$ cat src/rtl/game_flow_ctrl.sv
`default_nettype none
// ============================================================================
// Module   : game_flow_ctrl
// Purpose  : Game sequencer: mode menu, FIGHt banner, timed play, result.
// Revision : 1.0
// ============================================================================
module game_flow_ctrl #(
    parameter int TICKS_PER_SEC = 50000000,
    parameter int FIGHT_SECS    = 2,
    parameter int MAX_SECS      = 99
) (
    input  logic       clk,
    input  logic       rst,
    input  logic       btn_select,
    input  logic       btn_start,
    input  logic       p1_dead,
    input  logic       p2_dead,
    input  logic       debug_sw,
    output logic [2:0] hex_state,
    output logic [6:0] game_duration,
    output logic       game_active,
    output logic       mode_2p
);

    localparam int PW = (TICKS_PER_SEC > 1) ? $clog2(TICKS_PER_SEC) : 1;
    localparam int SW = (FIGHT_SECS > 1) ? $clog2(FIGHT_SECS + 1) : 1;

    localparam logic [2:0] HEX_FIGHT = 3'd2;
    localparam logic [2:0] HEX_P1WIN = 3'd3;
    localparam logic [2:0] HEX_P2WIN = 3'd4;
    localparam logic [2:0] HEX_EQ    = 3'd5;
    localparam logic [2:0] HEX_DEBUG = 3'd6;

    typedef enum logic [1:0] {
        S_MENU   = 2'd0,
        S_FIGHT  = 2'd1,
        S_PLAY   = 2'd2,
        S_RESULT = 2'd3
    } state_t;

    state_t        state, state_nx;
    logic [PW-1:0] prescaler, prescaler_nx;
    logic [SW-1:0] sec_cnt, sec_cnt_nx;
    logic [2:0]    result, result_nx;
    logic [2:0]    hex_nx;
    logic [6:0]    duration_nx;
    logic          mode_nx;
    logic          sec_tick;

    assign sec_tick = ((state == S_FIGHT) || (state == S_PLAY)) &&
                      (prescaler == PW'(TICKS_PER_SEC - 1));

    always_comb begin
        state_nx    = state;
        mode_nx     = mode_2p;
        duration_nx = game_duration;
        sec_cnt_nx  = sec_cnt;
        result_nx   = result;
        case (state)
            S_MENU: begin
                // Toggle is applied before start so the new mode is latched
                if (btn_select) mode_nx = ~mode_2p;
                if (btn_start) begin
                    state_nx    = S_FIGHT;
                    duration_nx = 7'd0;
                    sec_cnt_nx  = '0;
                end
            end
            S_FIGHT: begin
                if (sec_tick) begin
                    sec_cnt_nx = sec_cnt + 1'b1;
                    if (sec_cnt == SW'(FIGHT_SECS - 1)) state_nx = S_PLAY;
                end
            end
            S_PLAY: begin
                if (sec_tick && (game_duration < 7'(MAX_SECS)))
                    duration_nx = game_duration + 7'd1;
                // Death outranks timeout within the same cycle
                if (p2_dead && !p1_dead) begin
                    state_nx  = S_RESULT;
                    result_nx = HEX_P1WIN;
                end else if (p1_dead && !p2_dead) begin
                    state_nx  = S_RESULT;
                    result_nx = HEX_P2WIN;
                end else if (p1_dead && p2_dead) begin
                    state_nx  = S_RESULT;
                    result_nx = HEX_EQ;
                end else if (sec_tick && (game_duration >= 7'(MAX_SECS - 1))) begin
                    state_nx  = S_RESULT;
                    result_nx = HEX_EQ;
                end
            end
            S_RESULT: begin
                if (btn_start) state_nx = S_MENU;
            end
            default: state_nx = S_MENU;
        endcase
    end

    always_comb begin
        prescaler_nx = '0;
        if ((state_nx == state) && ((state == S_FIGHT) || (state == S_PLAY)))
            prescaler_nx = sec_tick ? '0 : prescaler + 1'b1;
    end

    always_comb begin
        hex_nx = 3'd0;
        if (debug_sw) begin
            hex_nx = HEX_DEBUG;
        end else begin
            case (state_nx)
                S_MENU:   hex_nx = {2'b00, mode_nx};
                S_FIGHT:  hex_nx = HEX_FIGHT;
                S_PLAY:   hex_nx = HEX_DEBUG;
                S_RESULT: hex_nx = result_nx;
                default:  hex_nx = 3'd0;
            endcase
        end
    end

    always_ff @(posedge clk) begin
        if (rst) begin
            state         <= S_MENU;
            mode_2p       <= 1'b0;
            hex_state     <= 3'd0;
            game_duration <= 7'd0;
            game_active   <= 1'b0;
            prescaler     <= '0;
            sec_cnt       <= '0;
            result        <= HEX_EQ;
        end else begin
            state         <= state_nx;
            mode_2p       <= mode_nx;
            hex_state     <= hex_nx;
            game_duration <= duration_nx;
            game_active   <= (state_nx == S_PLAY);
            prescaler     <= prescaler_nx;
            sec_cnt       <= sec_cnt_nx;
            result        <= result_nx;
        end
    end

endmodule
`default_nettype wire

$ cat config.mk
export PLATFORM = sky130hd
export DESIGN_NAME = game_flow_ctrl
export DESIGN_NICKNAME = d
export VERILOG_FILES = /design/src/rtl/game_flow_ctrl.sv
export SDC_FILE = /design/constraint.sdc
export NUM_CORES = 1
export LEC_CHECK = 0
export ABC_AREA = 1
export CAP_MARGIN = 25
export CORE_MARGIN = 2
export CORE_UTILIZATION = 40
export CTS_BUF_LIST = sky130_fd_sc_hd__clkbuf_8 sky130_fd_sc_hd__clkbuf_16
export CTS_CLUSTER_SIZE = 14
export DETAILED_ROUTE_END_ITERATION = 10
export PLACE_DENSITY_LB_ADDON = 0.12
export RECOVER_POWER = 25
export SYNTH_ARGS = -nofsm -noshare
export SYNTH_HDL_FRONTEND = slang
export SYNTH_SLANG_ARGS = --single-unit
export TNS_END_PERCENT = 10
$ cat constraint.sdc
create_clock -name clk -period 2.4 [get_ports clk]
set_input_delay 0.48 -clock clk [delete_from_list [all_inputs] [get_ports clk]]
set_output_delay 0.48 -clock clk [all_outputs]
set_load 0.005 [all_outputs]
# Yosys cells after proc, flatten, opt, wreduce, memory -nomap -nowiden
# Index checks and enable logic that the tools add are counted.
[word_totals]
register_bits = 45
latch_bits = 0
ram_bits = 0
rom_bits = 0
input_bits = 7
out_inout_bits = 12
wordCells = 70
mem_count = 0
[op_classes]
n_addsub = 3
n_mul = 0
div_mod_pow = 0
order_cmp = 2
eq_ne = 12
n_shift = 0
muxes = 24
bitwise_logic = 2
n_reduce_logical = 18
[op_table]
columns = ["op", "n"]
rows = [
  ["$add A26 B1 Y26 const B", 1],
  ["$eq A26 B26 Y1 const B", 1],
  ["$mux W2", 10],
  ["$mux W3", 6],
  ["$mux W7", 2],
  ["$pmux W7 S2", 1],
  ["$pmux W3 S4", 1],
  ["$eq A2 B2 Y1 const B", 4],
  ["$pmux W2 S4", 1],
  ["$add A7 B1 Y7 const B", 1],
  ["$ge A7 B7 Y1 const B", 1],
  ["$logic_and A1 B1 Y1", 7],
  ["$lt A7 B7 Y1 const B", 1],
  ["$eq A2 B1 Y1 const B", 3],
  ["$reduce_and A3 Y1", 2],
  ["$logic_not A2 Y1", 2],
  ["$ne A2 B2 Y1 const B", 2],
  ["$pmux W2 S2", 1],
  ["$reduce_bool A2 Y1", 2],
  ["$reduce_or A3 Y1", 1],
  ["$add A2 B1 Y2 const B", 1],
  ["$eq A2 B2 Y1", 1],
  ["$logic_not A1 Y1", 2],
  ["$mux W1", 2],
  ["other kinds (4)", 5],
]

# Longest topological paths before layout
[depth]
depth_word = 13
ltp_mapped = 15
ltp_nobuf = 15

# Worst setup path before layout
# Ideal clock, no wire load.
[synth_timing]
kind = "flip-flop to flip-flop"
startpoint = "register state[1]"
endpoint = "register prescaler[4]"
setup_ns = 0.120
arrival_ns = 1.864
required_time_ns = 2.280
slack_ns = 0.416
stages_incl_launch_ff = 15
n_path_buf = 1
period_less_slack_ns = 1.984
path_cell_list = "dfxtp_1 > inv_1 > ha_1 > inv_1 > nor2_1 > nand2_1 > nor2_2 > nand3_2 > a21oi_1 > nand3_1 > nand2_1 > inv_1 > nand2_2 > buf_6 > nor3_2"
[synth_via]
elab_chain_cells = 13
word_cells_on_any_way = 20
classes_between = "eq/ne: 4; mux: 9; bitwise: 1; reduce/logical: 6"
[synth_lines]
columns = ["element", "line", "source"]
rows = [
  ["start, declared", "41", "state_t state, state_nx;"],
  ["start signal, assigned", "132", "state <= state_nx;"],
  ["$eq A2 B1 Y1 / $eq A2 B2 Y1 (equally long branches)", "50, 59, 102", ""],
  ["$logic_or A1 B1 Y1", "50, 102", ""],
  ["$logic_and A1 B1 Y1", "50", "assign sec_tick = ((state == S_FIGHT) || (state == S_PLAY)) &&"],
  ["$logic_and A1 B1 Y1", "88", "end else if (sec_tick && (game_duration >= 7'(MAX_SECS - 1))) begin"],
  ["$mux W2", "88", ""],
  ["$mux W2", "85", "end else if (p1_dead && p2_dead) begin"],
  ["$mux W2", "82", "end else if (p1_dead && !p2_dead) begin"],
  ["$mux W2", "79", "if (p2_dead && !p1_dead) begin"],
  ["$pmux W2 S4", "59", "case (state)"],
  ["$eq A2 B2 Y1", "102", "if ((state_nx == state) && ((state == S_FIGHT) || (state == S_PLAY)))"],
  ["$logic_and A1 B1 Y1", "102", ""],
  ["$not A1 Y1 (no source line)", "-", ""],
  ["$reduce_or A3 Y1 (no source line) *", "-", ""],
  ["end signal, assigned", "137", "prescaler <= prescaler_nx;"],
  ["end, declared", "42", "logic [PW-1:0] prescaler, prescaler_nx;"],
]
# Mark *: on every way between the ends. The rest lies on a longest branch, timed or not.
# A chain may end at the register's enable or synchronous reset.

# Worst setup path in the final report
[layout_timing]
startpoint = "register state[1]"
endpoint = "register prescaler[12]"
# Same word-level chain as after synthesis.

==> flow_summary.yaml <==
global_route:
  busiest_layer: "met2"
  met1_usage: 0.220
  grt_max_degree: 27
  grtUsageMet3: 0.0390
  grt_usage: 0.170
  antenna_found_initial: 0
  met2_usage: 0.288
  grt_first_pass_wirelength_um: 10300
  overflow: 0
  grt_pass1_vias: 2234
drt:
  drc_errors: 0
  dr_total_vias: 2305
  dr.pass1.iters: 4
  routed_via_density: 4.76
  drt_iter0_drc: 71
  antenna_left: 0
  post_drt_wl_per_cell_um: 12.0
  wirelength_um: 5790
worst_setup_path:
  criticalPathCategory: "flop to flop"
  crit_path_end_kind: "flop"
  cp.required_ps: 2580
  critPathLaunchType: "flop"
  crit_arrival_ps: 2280
  reg2regPathDepth: 14
  crit_fanout: 26
synth:
  async_flop_share: 0
  synth.cell_area_um2: 2730
  ys_types: 33
  syn_inst: 377
  syn_avg_cell_area_um2: 7.24
  synth_common_cells: "nand2_1 (73), inv_1 (63), dfxtp_1 (45)"
  synth_area_leaders: "dfxtp_1 (33%), nand2_1 (10%), inv_1 (8.7%), nor3_2 (7.3%), nor2_1 (5.2%)"
  synth_top_area_cell: "dfxtp_1"
  yosysWarnings: 0
  yosysTopAreaCellShare: 0.330
  syn_nets: 393
  synth_most_common_cell: "nand2_1"
  ys_seq_elements: 45
  ys.flop_type: "dfxtp_1"
  synth_edf_count: 0
  ys_seq_area_frac: 0.330
pwr:
  leakage_nw: 1.23
  ir_drop_v: 0.000508
  powerDensity_nw_per_um2: 920
floorplan:
  dieHeight_um: 86.6
  coreArea_um2: 6680
  pin_count: 19
  dieArea_um2: 7500
  fp.dieW_um: 86.6
  start_util: 0.408
  rows: 30
cells_and_area:
  final_cells: 484
  area_growth_syn_to_layout_pct: 14.8
  fin_nets: 419
  drive_gt1_frac: 0.151
  diodes: 0
place:
  pre_cts_slack_ps: 240
  placedCellCount: 476
  gp_congestion: 0.883
  io_buffers: 18
  dp_hpwl_um: 4430
clock_tree:
  postCtsHoldBufs: 0
  cts-root-buf: "clkbuf_8"
  clk_latency_ps: 290
  cts_tree: "yes"
  cts_sinks: 45
  path_clk_slew_ps: 90
  ctsHtreeMaxLevel: 2
  numCtsBuffers: 5
  cts.path.max_buffers: 2
run_status:
  status: "complete, no violations"
sta:
  drv_slew: 0
  maxClockFrequency_ghz: 0.477
  hold_viol: 0
  fin_crit_ps: 2100
  fin_crit_sh: 0.874
  skew_ps: 6.30
  finalSetupViolations: 0
  fin_ws_ps: 303
  slew_headroom: 0.708
  fin_tns_setup_ps: 0
  worstMarginPinSlew_ps: 434
  whs_ps: 478
  rsz0062_at_grt: "no"
min_path:
  holdCritPathClass: "flop to flop"
  min_path_cells: 2
flow_run:
  maxCapViolCount: 0
placed cells by master, fill, tap and decap left out, drive strengths merged, types with 3 or more instances in the layout:
cell type and instances:
o21ai 9, nor3 38, nor4 3, nor3b 3, a211oi 3, a21oi 11, nor2 43, clkdlybuf4s50 6
xnor2 8, xor2 16, buf 6, dfxtp 45, nand3 19, nand4 5, ha 9, nand2 84
or2 4, inv 65, clkbuf 7, dlygate4sd3 12
stage by stage:
stage                util  power, W  area [um^2]
global placement    0.453   0.00242         3030
floorplan               -   0.00201         2730
finish              0.469   0.00288         3130
detailed placement  0.453   0.00242         3030
CTS                 0.469   0.00295         3130
global route        0.469   0.00314         3130
per-layer routing:
layer,share of wire,up-vias,wire length (um)
li1,-,1241,-
met2,0.48,38,2760
met5,0,-,0
met1,0.48,1020,2760
met4,0.012,0,72
met3,0.034,6,197
registers in the layout, summed over array words and instances, names as in the netlist:
register,count
game_active,1
mode_2p,1
state,2
sec_cnt,2
game_duration,7
prescaler,26
hex_state,3
result,3
logic make-up (layout without fill, tap and decap cells):
kind of cell,count (synthesis),after routing,share of synthesized area
AOI/OAI and AO/OA,27,27,0.0573
DFF,45,45,0.330
adders and majority gates,9,9,0.0413
xor gates and xnor gates,24,24,0.0771
and+or+nand+nor,202,202,0.387
buffers and inverters,70,97,0.107
what timing repair did:
action | in CTS | in global routing
resized for setup | 0 | 1
endpoints found under the setup margin | 0 | 24
buffers inserted | 0 | 0
worst max-delay path, stage by stage (launching register included):
cell,delay [ps]
dfxtp_2,400
inv_1,80
ha_1,290
inv_1,60
nor2_1,100
nand2_1,70
nor2_2,130
nand3_2,100
a21oi_1,210
nand3_1,100
nand2_1,70
inv_1,40
nand2_2,70
buf_12,200
nor3_1,60
area by class of cell:
type                    instances  area (um^2)
clock inverters                 1         5.00
flip-flops and latches         45          902
well taps                      80          100
inverters                      65          244
repair buffers                 24          250
fillers                       718         3550
multi-input cells             262         1530
clock buffers                   7         96.3
worst paths after layout:
path,slack (ps),endpoint,start
worst max-delay path,300,prescaler[12],state[1]
worst min-delay path,480,game_duration[6],game_duration[6]
worst max register to register,300,prescaler[12],state[1]
worst min register to register,480,game_duration[6],game_duration[6]
report_power, final:
group	switching, W	leakage, nW	total, W	internal, W
sequential	0.0000674	0.365	0.000920	0.000853
combinational	0.000922	0.812	0.00144	0.000520
clock	0.000257	0.0542	0.000518	0.000261
total	0.00125	1.23	0.00288	0.00163
No activity file was read; power rests on OpenSTA's default activity.
